## config.mk

```make
export PLATFORM = sky130hd
export DESIGN_NAME = inv_addkey_mixcol
export DESIGN_NICKNAME = d
export VERILOG_FILES = /design/src/rtl/aes_dec_pkg.sv /design/src/rtl/inv_mixcol_word.sv /design/src/rtl/inv_addkey_mixcol.sv
export SDC_FILE = /design/constraint.sdc
export NUM_CORES = 1
export LEC_CHECK = 0
export BUFFER_PORTS_ARGS = -buffer_cell sky130_fd_sc_hd__buf_2
export CORE_AREA = 5 5 148 150
export CTS_CLUSTER_DIAMETER = 50
export DETAILED_ROUTE_END_ITERATION = 8
export DIE_AREA = 0 0 153 155
export GPL_TIMING_DRIVEN = 1
export HOLD_SLACK_MARGIN = 0.02
export PLACE_DENSITY = 0.77
export SLEW_MARGIN = 10
export SYNTH_ARGS = -nofsm -noshare
export SYNTH_HDL_FRONTEND = slang
export SYNTH_SLANG_ARGS = --single-unit
```

## constraint.sdc

```tcl
create_clock -name clk -period 7.5 [get_ports clk]
set_input_delay 0.375 -clock clk [delete_from_list [all_inputs] [get_ports clk]]
set_output_delay 0.375 -clock clk [all_outputs]
set_load 0.005 [all_outputs]
```

## src/rtl/aes_dec_pkg.sv

```systemverilog
// Shared definitions for the AES decryption datapath stages.
//   - FSM state encodings used by the round stages
//   - word / byte widths and column count
//   - GF(2^8) reduction constant and the xtime helper
package aes_dec_pkg;

  localparam int WORD_W   = 32;
  localparam int BYTE_W   = 8;
  localparam int NUM_COLS = 4;

  // Low byte of the AES field polynomial x^8 + x^4 + x^3 + x + 1.
  localparam logic [BYTE_W-1:0] AES_RED = 8'h1B;

  typedef enum logic [1:0] {
    IDLE = 2'd0,
    MIX  = 2'd1,
    HOLD = 2'd2
  } state_e;

  // Multiply by x (0x02) in GF(2^8); reduce when the top bit shifts out.
  function automatic logic [BYTE_W-1:0] xtime(input logic [BYTE_W-1:0] b);
    logic [BYTE_W-1:0] shifted;
    shifted = {b[BYTE_W-2:0], 1'b0};
    return b[BYTE_W-1] ? (shifted ^ AES_RED) : shifted;
  endfunction

endpackage

```

## src/rtl/inv_mixcol_word.sv

```systemverilog
// InvMixColumns applied to a single 32-bit column (purely combinational).
// Ports:
//   i_col  - input column, [31:24]=row0 ... [7:0]=row3
//   o_col  - transformed column, same layout
// Each product is built from the x2/x4/x8 xtime chain of the input byte:
//   09 = x8^x1, 0b = x8^x2^x1, 0d = x8^x4^x1, 0e = x8^x4^x2
module inv_mixcol_word
  import aes_dec_pkg::*;
(
  input  logic [WORD_W-1:0] i_col,
  output logic [WORD_W-1:0] o_col
);

  logic [BYTE_W-1:0] w_a  [4];
  logic [BYTE_W-1:0] w_x2 [4];
  logic [BYTE_W-1:0] w_x4 [4];
  logic [BYTE_W-1:0] w_x8 [4];
  logic [BYTE_W-1:0] w_m9 [4];
  logic [BYTE_W-1:0] w_mb [4];
  logic [BYTE_W-1:0] w_md [4];
  logic [BYTE_W-1:0] w_me [4];
  logic [BYTE_W-1:0] w_r  [4];

  assign w_a[0] = i_col[31:24];
  assign w_a[1] = i_col[23:16];
  assign w_a[2] = i_col[15:8];
  assign w_a[3] = i_col[7:0];

  for (genvar g = 0; g < 4; g++) begin : g_byte
    assign w_x2[g] = xtime(w_a[g]);
    assign w_x4[g] = xtime(w_x2[g]);
    assign w_x8[g] = xtime(w_x4[g]);
    assign w_m9[g] = w_x8[g] ^ w_a[g];
    assign w_mb[g] = w_x8[g] ^ w_x2[g] ^ w_a[g];
    assign w_md[g] = w_x8[g] ^ w_x4[g] ^ w_a[g];
    assign w_me[g] = w_x8[g] ^ w_x4[g] ^ w_x2[g];
  end

  // Circulant matrix rows: {0e 0b 0d 09} rotated right by one per row.
  assign w_r[0] = w_me[0] ^ w_mb[1] ^ w_md[2] ^ w_m9[3];
  assign w_r[1] = w_m9[0] ^ w_me[1] ^ w_mb[2] ^ w_md[3];
  assign w_r[2] = w_md[0] ^ w_m9[1] ^ w_me[2] ^ w_mb[3];
  assign w_r[3] = w_mb[0] ^ w_md[1] ^ w_m9[2] ^ w_me[3];

  assign o_col = {w_r[0], w_r[1], w_r[2], w_r[3]};

endmodule

```

## src/rtl/inv_addkey_mixcol.sv

```systemverilog
// Decryption round stage: AddRoundKey followed by InvMixColumns, one column
// per clock, with valid/ready handshakes on both sides. The final round
// skips the mix and goes straight to the output hold state.
//
//   state | meaning
//   ------+---------------------------------------------------------------
//   IDLE  | in_ready=1; accept a state, load w^rkey into the word register
//   MIX   | one column through InvMixColumns per edge, col 0..3
//   HOLD  | out_valid=1; result stable until out_ready
//
// Ports:
//   clk, rst              - clock, synchronous active-high reset
//   in_valid / in_ready   - upstream handshake
//   w0..w3, rkey0..rkey3  - column words and round-key words
//   last_round            - 1 = bypass InvMixColumns
//   out_valid / out_ready - downstream handshake
//   w_0..w_3              - result column words
module inv_addkey_mixcol
  import aes_dec_pkg::*;
#(
  parameter int NUM_COLS = 4
) (
  input  logic              clk,
  input  logic              rst,
  input  logic              in_valid,
  output logic              in_ready,
  input  logic [WORD_W-1:0] w0,
  input  logic [WORD_W-1:0] w1,
  input  logic [WORD_W-1:0] w2,
  input  logic [WORD_W-1:0] w3,
  input  logic [WORD_W-1:0] rkey0,
  input  logic [WORD_W-1:0] rkey1,
  input  logic [WORD_W-1:0] rkey2,
  input  logic [WORD_W-1:0] rkey3,
  input  logic              last_round,
  output logic              out_valid,
  input  logic              out_ready,
  output logic [WORD_W-1:0] w_0,
  output logic [WORD_W-1:0] w_1,
  output logic [WORD_W-1:0] w_2,
  output logic [WORD_W-1:0] w_3
);

  state_e            r_state;
  state_e            w_state_nxt;
  logic [1:0]        r_col;
  logic [WORD_W-1:0] r_word [NUM_COLS];
  logic [WORD_W-1:0] w_keyed [NUM_COLS];
  logic [WORD_W-1:0] w_mix_in;
  logic [WORD_W-1:0] w_mix_out;

  assign w_keyed[0] = w0 ^ rkey0;
  assign w_keyed[1] = w1 ^ rkey1;
  assign w_keyed[2] = w2 ^ rkey2;
  assign w_keyed[3] = w3 ^ rkey3;

  // A single mixer shared across columns; the counter selects its operand.
  assign w_mix_in = r_word[r_col];

  inv_mixcol_word u_mix (
    .i_col (w_mix_in),
    .o_col (w_mix_out)
  );

  always_comb begin
    w_state_nxt = r_state;
    in_ready    = 1'b0;
    out_valid   = 1'b0;
    case (r_state)
      IDLE: begin
        in_ready = 1'b1;
        if (in_valid) begin
          w_state_nxt = last_round ? HOLD : MIX;
        end
      end
      MIX: begin
        if (r_col == 2'd3) begin
          w_state_nxt = HOLD;
        end
      end
      HOLD: begin
        out_valid = 1'b1;
        if (out_ready) begin
          w_state_nxt = IDLE;
        end
      end
      default: begin
        w_state_nxt = IDLE;
      end
    endcase
  end

  always_ff @(posedge clk) begin
    if (rst) begin
      r_state <= IDLE;
      r_col   <= 2'd0;
      for (int i = 0; i < NUM_COLS; i++) begin
        r_word[i] <= '0;
      end
    end else begin
      r_state <= w_state_nxt;
      case (r_state)
        IDLE: begin
          if (in_valid) begin
            r_col <= 2'd0;
            for (int i = 0; i < NUM_COLS; i++) begin
              r_word[i] <= w_keyed[i];
            end
          end
        end
        MIX: begin
          r_word[r_col] <= w_mix_out;
          // 2-bit counter wraps to 0 after column 3.
          r_col         <= r_col + 2'd1;
        end
        default: begin
        end
      endcase
    end
  end

  // Outputs come straight from the word register so they cannot glitch
  // while the downstream stage stalls.
  assign w_0 = r_word[0];
  assign w_1 = r_word[1];
  assign w_2 = r_word[2];
  assign w_3 = r_word[3];

endmodule

```

# Yosys cells after proc, flatten, opt, wreduce, memory -nomap -nowiden
# Memory sizes are Yosys's and may differ from the RTL's. A register that Yosys moved wholly into a read port is not among the register bits.
# Index checks and enable logic that the tools add are counted.
[totals]
ram_bits = 128
inputBits = 261
mem_bits_ro = 0
out_inout_bits = 130
n_memories = 1
elab_cells = 110
reg_bits = 4
latchBits = 0
[mem_list]
columns = ["name", "words", "word_bits", "rd", "rd_ports_with_merged_regs", "write_ports", "line", "source"]
rows = [
  ["r_word", 4, 32, 5, 1, 4, "inv_addkey_mixcol.sv:47", "logic [WORD_W-1:0] r_word [NUM_COLS];"],
]
[op_classes]
n_mul = 0
n_shift = 0
magnitude_cmp = 0
n_bitwise = 56
add_sub_neg = 1
eq_ne = 6
n_div = 0
n_mux = 39
n_reduce_logical = 5
[op_table]
columns = ["cell", "count"]
rows = [
  ["XOR 8 bit", 36],
  ["2-to-1 mux 32 bit", 5],
  ["XOR 32 bit", 4],
  ["2-to-1 mux 5 bit", 12],
  ["inverter 4 bit", 12],
  ["OR reduction 32 bit", 1],
  ["2-to-1 mux 2 bit", 8],
  ["2-to-1 mux 1 bit", 12],
  ["inequality test 2 bit, second input constant", 3],
  ["case mux 2 bit (3 select lines)", 1],
  ["== test 2 bit, second input constant", 2],
  ["OR 1 bit", 4],
  ["case mux 2 bit (2 select lines)", 1],
  ["AND reduction 3 bit", 1],
  ["adder 2 x 1 -> 2 bit, second input constant", 1],
  ["== test 2 x 1 -> 1 bit, second input constant", 1],
  ["logical NOT 2 bit", 1],
  ["AND reduction 2 bit", 1],
  ["nonzero test 2 bit", 1],
]

# Longest topological paths before layout
# Gate-level depths: netlist of the first run.
[logic_depth]
word_depth = 12
mapped_depth = 10

# By module
# Synthesis of the first run repeated with hierarchy kept, for this count alone.
[unflattened]
hier_cells = 833
hier_area_um2 = 9990.8
[by_module_without_submodules]
columns = ["module", "instances", "cells_per_inst", "seq_area_each_um2", "area_per_inst_um2"]
rows = [
  ["inv_addkey_mixcol", 1, 623, 3963.8, 7696.1],
  ["inv_mixcol_word", 1, 210, 0.0, 2294.7],
]

# Worst setup path after synthesis of the first run
# Ideal clock, no wire load.
[synth_timing]
path_kind = "flip-flop to flip-flop"
start = "register (tool-made name)"
end = "memory r_word[0][4] (data pin)"
setup_slack_ns = 4.470
n_path_buf = 3
stages_incl_launch_ff = 10
required_ns = 7.229
t_arrival_ns = 2.758
synth_period_minus_slack_ns = 3.030
cell_sequence = "dfxtp_1 buf_6 buf_12 buf_12 mux4_2 xnor2_2 xnor3_1 xnor3_1 xnor2_1 o22ai_1"
[synth_lines]
columns = ["item", "line"]
rows = [
  ["end: declaration", "inv_addkey_mixcol.sv:47"],
]

==> results of run 1 <==
-- power by group --
| group | total, µW | internal [µW] | switching [µW] |
|---|---|---|---|
| logic | 5070 | 2090 | 2980 |
| registers | 1050 | 981 | 72.2 |
| clock network | 845 | 521 | 324 |
| total | 6970 | 3590 | 3380 |
-- metal layers --
layer  track usage  part of all wire  vias up
met2        0.4525              0.53      376
met1        0.3074              0.38     3661
met3       0.05758             0.076       42
li1              -                 -     3322
met4       0.07255             0.021        0
met5             0                 0        -
-- sequential cells by signal (all words and copies together), names as in the netlist, named ones only --
signal   flops
r_word     128
r_state      2
r_col        2
-- final cells by class --
class / count / area (µm²)
clock inverter: 13 / 156.4
clock buffer: 19 / 432.9
fill: 1712 / 8636
tap: 275 / 344.1
timing repair buffer: 396 / 1997
inverter: 4 / 15.01
multi-input combinational: 505 / 5010
sequential: 134 / 3966
-- synth_stat cells (all sizes together) --
cell type	n
a211oi	2
a21oi	3
buf	17
clkbuf	24
dfxtp	6
dlygate4sd3	4
edfxtp	128
ha	4
inv	4
mux2i	1
mux4	32
nand2	8
nand3	1
nand3b	1
nor2	6
nor2b	2
nor3	1
nor4b	1
o21ai	1
o22ai	128
xnor2	245
xnor3	25
xor2	40
xor3	4
-- worst max-delay path, cell delays in order (launching register included) --
cell and delay [ns]:
dfxtp_2 0.64, buf_4 0.44, mux4_1 0.89, xnor2_1 0.48
xnor3_1 0.53, xnor3_1 0.38, xor2_1 0.34, o22ai_1 0.16
-- through the flow --
step | instances | hold slack (ns)
after global placement | 1314 | 0.5221
after CTS | 1346 | 0.2153
after global routing | 1346 | 0.2259
after detailed placement | 1314 | 0.5336
after floorplan | 688 | 0.4478
final | 1346 | 0.2318
-- kinds of logic after synthesis --
| logic type | Yosys count |
|---|---|
| xor gates and xnor gates | 314 |
| AOI/OAI and AO/OA | 134 |
| DFF | 134 |
| adders and majority gates | 4 |
| muxes | 33 |
| buffers and inverters | 49 |
| and+or+nand+nor | 20 |
-- worst paths after layout --
path | start | endpoint | slack (ns) | depth (start not counted)
worst max register to register | register | r_word[1][6]$_DFFE_PP_ | 3.32 | 7
worst min-delay path | rst | r_state[1]$_SDFFE_PP0P_ | 0.23 | 2
worst min register to register | r_col[1]$_SDFFE_PP0P_ | register | 0.55 | 2
worst max-delay path | register | r_word[1][6]$_DFFE_PP_ | 3.32 | 7
==> results.py, run 1 <==
metrics = {
    "floorplan": {
        "dieArea_um2": 23720,
        "dieWidth_um": 153,
        "initial_core_util": 0.4523,
        "die_y_um": 155,
        "core_area_um2": 20560,
        "num_rows": 53,
        "ios": 391,
    },
    "drt": {
        "vias": 7401,
        "viasPerCell": 5.499,
        "drtPass1Iterations": 5,
        "drc": 0,
        "routed_wl_um": 31100,
        "routedWlPerCell_um": 23.10,
        "ant_nets": 0,
        "drt-initial-drc-count": 533,
    },
    "timing": {
        "setup_viol": 0,
        "post-route-period-util": 0.5567,
        "period_needed_ns": 4.176,
        "setup-tns-final_ns": 0,
        "rsz0062_at_grt": "false",
        "fin_ws_ns": 3.324,
        "clock_skew_ns": 0.01025,
        "fmax_mhz": 239.5,
        "slew_viol_final": 0,
        "maxSlewHeadroom": 0.2935,
        "tightest_slew_ns": 1.056,
        "hold_viol": 0,
    },
    "power": {
        "peakVddDrop_mv": 0.4925,
        "p_leak_uw": 0.005025,
        "power_density_nw_per_um2": 584.5,
        "design_power_total_uw": 6968,
    },
    "finish": {
        "fin_util": 0.5799,
        "syn_to_final_growth_pct": 28.20,
        "fin_area_um2": 11920,
        "final_net_count": 1323,
        "final_common_cell": "buf_2",
        "drive_above_1_share": 0.4360,
        "layout_common_cells": "buf_2 (390), xnor2_1 (236), o22ai_1 (128), edfxtp_1 (128), xor2_1 (38)",
        "num_antenna_cells": 0,
    },
    "cts": {
        "root_buffer": "clkbuf_16",
        "clock_sinks": 134,
        "holdBufCountCts": 0,
        "htreeDepth": 4,
        "cts_tree": "built",
        "cts_resized": 0,
        "clk_latency_ns": 0.42,
        "postCtsSetupBuffers": 0,
        "clkSlewWorstSetupHoldPaths_ns": 0.06,
        "numCtsBuffers": 17,
        "clockBufferDepth": 2,
    },
    "synthesis": {
        "synth_nets": 953,
        "synth-simple-area-share": 0.009822,
        "synth_compound_area_frac": 0.08988,
        "syn_avg_cell_area_um2": 13.52,
        "yosysWarnings": 0,
        "synth_xor_area_frac": 0.3496,
        "yosys-mux-area-fraction": 0.08248,
        "synthTopCellsByArea": "edfxtp_1 (41%), xnor2_1 (22%), o22ai_1 (8.6%), xnor3_1 (5.6%), mux4_2 (5.3%)",
        "yosysUniqueCellTypes": 36,
        "synth_seq_area_share": 0.4263,
        "synthAdderAreaFrac": 0.005382,
        "ys_seq_elements": 134,
        "synth_top_family_by_area": "XOR/XNOR gates",
        "syn_area_um2": 9299,
        "yosysTopAreaCell": "edfxtp_1",
        "netlist.area_leader.share": 0.4133,
        "syn_inst": 688,
    },
    "global_route": {
        "grt_pass1_wl_um": 45400,
        "overflow": 0,
        "gr-usage-all-layers": 0.2527,
        "grt_pass1_vias": 7706,
        "antenna_found_initial": 0,
        "grt_max_degree": 73,
    },
    "critical_path": {
        "cp.arrival_ns": 4.30,
        "critPathLaunchType": "register",
        "required_ns": 7.62,
        "crit_path_end_kind": "register",
        "critPathKind": "register to register",
        "crit_fanout": 19,
    },
    "hold_path": {
        "hold_class": "input port to register",
    },
    "placed_design": {
        "hpwlAfterDp_um": 23580,
        "routabilityCongestion": 0.9503,
        "preCtsSetupSlack_ns": 3.251,
        "port_buffers": 390,
        "placed_cell_area_um2": 11330,
    },
    "job": {
        "drv_cap": 0,
    },
    "run_status": {
        "outcome": "complete, no violations",
    },
}
(Power assumes the default switching activity.)
==> run 2, diff against run 1 <==
clock period = 4.1 ns   (was 7.5 ns; I/O delays follow)
==> results.py, run 2 (synthesized netlist as in run 1, its figures left out) <==
metrics = {
    "floorplan": {
        "ios": 391,
        "die_y_um": 155,
        "num_rows": 53,
        "dieWidth_um": 153,
        "core_area_um2": 20560,
        "dieArea_um2": 23720,
        "initial_core_util": 0.4523,
    },
    "global_route": {
        "grt_pass1_wl_um": 45340,
        "grt_max_degree": 69,
        "grt_pass1_vias": 7807,
        "antenna_found_initial": 0,
        "gr-usage-all-layers": 0.2534,
        "overflow": 0,
    },
    "cts": {
        "root_buffer": "clkbuf_16",
        "postCtsSetupBuffers": 0,
        "cts_resized": 0,
        "numCtsBuffers": 17,
        "clkSlewWorstSetupHoldPaths_ns": 0.06,
        "htreeDepth": 4,
        "clk_latency_ns": 0.43,
        "cts_tree": "built",
        "holdBufCountCts": 0,
        "clock_sinks": 134,
        "clockBufferDepth": 2,
    },
    "drt": {
        "vias": 7394,
        "ant_nets": 0,
        "wl_met2_um": 16300,
        "drtPass1Iterations": 5,
        "routed-wl-met3_um": 2750,
        "drt-initial-drc-count": 525,
        "drc": 0,
        "viasPerCell": 5.449,
        "routed.top_layer": "met4",
        "routed_wl_um": 31350,
        "routedWlPerCell_um": 23.10,
        "wl_met1_um": 11420,
    },
    "critical_path": {
        "required_ns": 4.24,
        "crit_path_end_kind": "register",
        "critPathKind": "register to register",
        "worstPathCellList": "buf_4, mux4_2, xnor2_1, xnor3_1, xnor3_1, xnor2_1, o22ai_1",
        "max_stage_delay_ns": 0.67,
        "crit_buf_inv": 1,
        "critPathLaunchType": "register",
        "crit_fanout": 14,
        "critPathSlowestCell": "mux4_2",
        "path_delay_family": "XOR/XNOR gates",
        "cp.arrival_ns": 3.76,
    },
    "power": {
        "power.net_switching_uw": 6170,
        "switching_share": 0.4858,
        "power_density_nw_per_um2": 1061,
        "peakVddDrop_mv": 0.6370,
        "p_comb_frac": 0.738,
        "intPower_uw": 6530,
        "pwr-share-clk": 0.112,
        "p_leak_uw": 0.005063,
        "seq_power_share": 0.151,
    },
    "finish": {
        "largest-register": "r_word",
        "final_net_count": 1334,
        "largest_reg_flops": 128,
        "multiInputGateArea_um2": 5010,
        "drive_above_1_share": 0.4455,
        "num_antenna_cells": 0,
        "reg.largest.list": "r_word: 128 flops, r_col: 2 flops, r_state: 2 flops",
        "ff_latch_area_um2": 3966,
        "fin_util": 0.5822,
        "layout_common_cells": "buf_2 (390), xnor2_1 (236), o22ai_1 (128), edfxtp_1 (128), xor2_1 (38)",
        "syn_to_final_growth_pct": 28.71,
        "fill_cells": 1676,
        "final_common_cell": "buf_2",
    },
    "hold_path": {
        "hold_class": "input port to register",
    },
    "timing": {
        "whs_ns": 0.03759,
        "rsz0062_at_grt": "false",
        "fmax_mhz": 276.1,
        "setup_viol": 0,
        "period_needed_ns": 3.622,
        "setup-tns-final_ns": 0,
        "maxSlewHeadroom": 0.3068,
        "slew_viol_final": 0,
        "tightest_slew_ns": 1.036,
        "hold_viol": 0,
        "post-route-period-util": 0.8835,
        "clock_skew_ns": 0.009213,
    },
    "placed_design": {
        "routabilityCongestion": 0.9337,
        "hpwlAfterDp_um": 23920,
        "port_buffers": 390,
    },
    "run_status": {
        "outcome": "complete, no violations",
    },
    "job": {
        "drv_cap": 0,
    },
}
[run 2: cell count changes in the layout (fill, tap and decap cells not counted), moves of 2 or more]
cell	change
buf_4	+10
clkinv_1	-2
inv_6	+2
clkbuf_1	-2
bufinv_16	-3
clkinv_2	+2
[run 2: power groups by stage]
stage	clock network (µW)	logic, µW	registers (µW)
6_report	1420	9370	1910
5_1_grt	1480	9920	1940
4_1_cts	1420	9350	1910
3_5_place_dp	0	9260	1940
3_3_place_gp	0	9280	1920
2_1_floorplan	0	6660	1930
[run 2: per-stage QoR]
stage | setup slack [ns] | total power, µW | instances | area [µm²]
2_1_floorplan | 1.070 | 8590 | 688 | 9299
3_5_place_dp | 0.4888 | 11200 | 1325 | 11430
6_report | 0.4777 | 12700 | 1357 | 11970
3_3_place_gp | 0.5555 | 11210 | 1325 | 11430
5_1_grt | 0.3079 | 13340 | 1357 | 11970
4_1_cts | 0.4845 | 12680 | 1357 | 11970
[run 2: layout make-up]
type                       instances  area share
tap                              275     0.02875
sequential                       134      0.3314
multi-input combinational        505      0.4186
clock inverter                    14    0.008572
inverter                           4    0.001254
clock buffer                      18     0.03669
timing repair buffer             407      0.1748
[run 2: worst paths after layout]
check                              from                      end  slack (ns)  cells after the start
setup reg to reg               register   r_word[1][4]$_DFFE_PP_        0.48                      7
hold / removal                      rst  r_state[1]$_SDFFE_PP0P_        0.04                      2
setup / recovery               register   r_word[1][4]$_DFFE_PP_        0.48                      7
hold reg to reg   r_col[1]$_SDFFE_PP0P_                 register        0.56                      2
[run 2: metal layers]
layer	track usage	vias up
li1	-	3344
met1	0.3029	3553
met2	0.4531	441
met3	0.05702	56
met4	0.08782	0
met5	0	-
[run 2: worst register-to-register path: stages (launching register included)]
cell     delay, ns
dfxtp_2       0.35
buf_4         0.30
mux4_2        0.67
xnor2_1       0.35
xnor3_1       0.58
xnor3_1       0.50
xnor2_1       0.43
o22ai_1       0.15
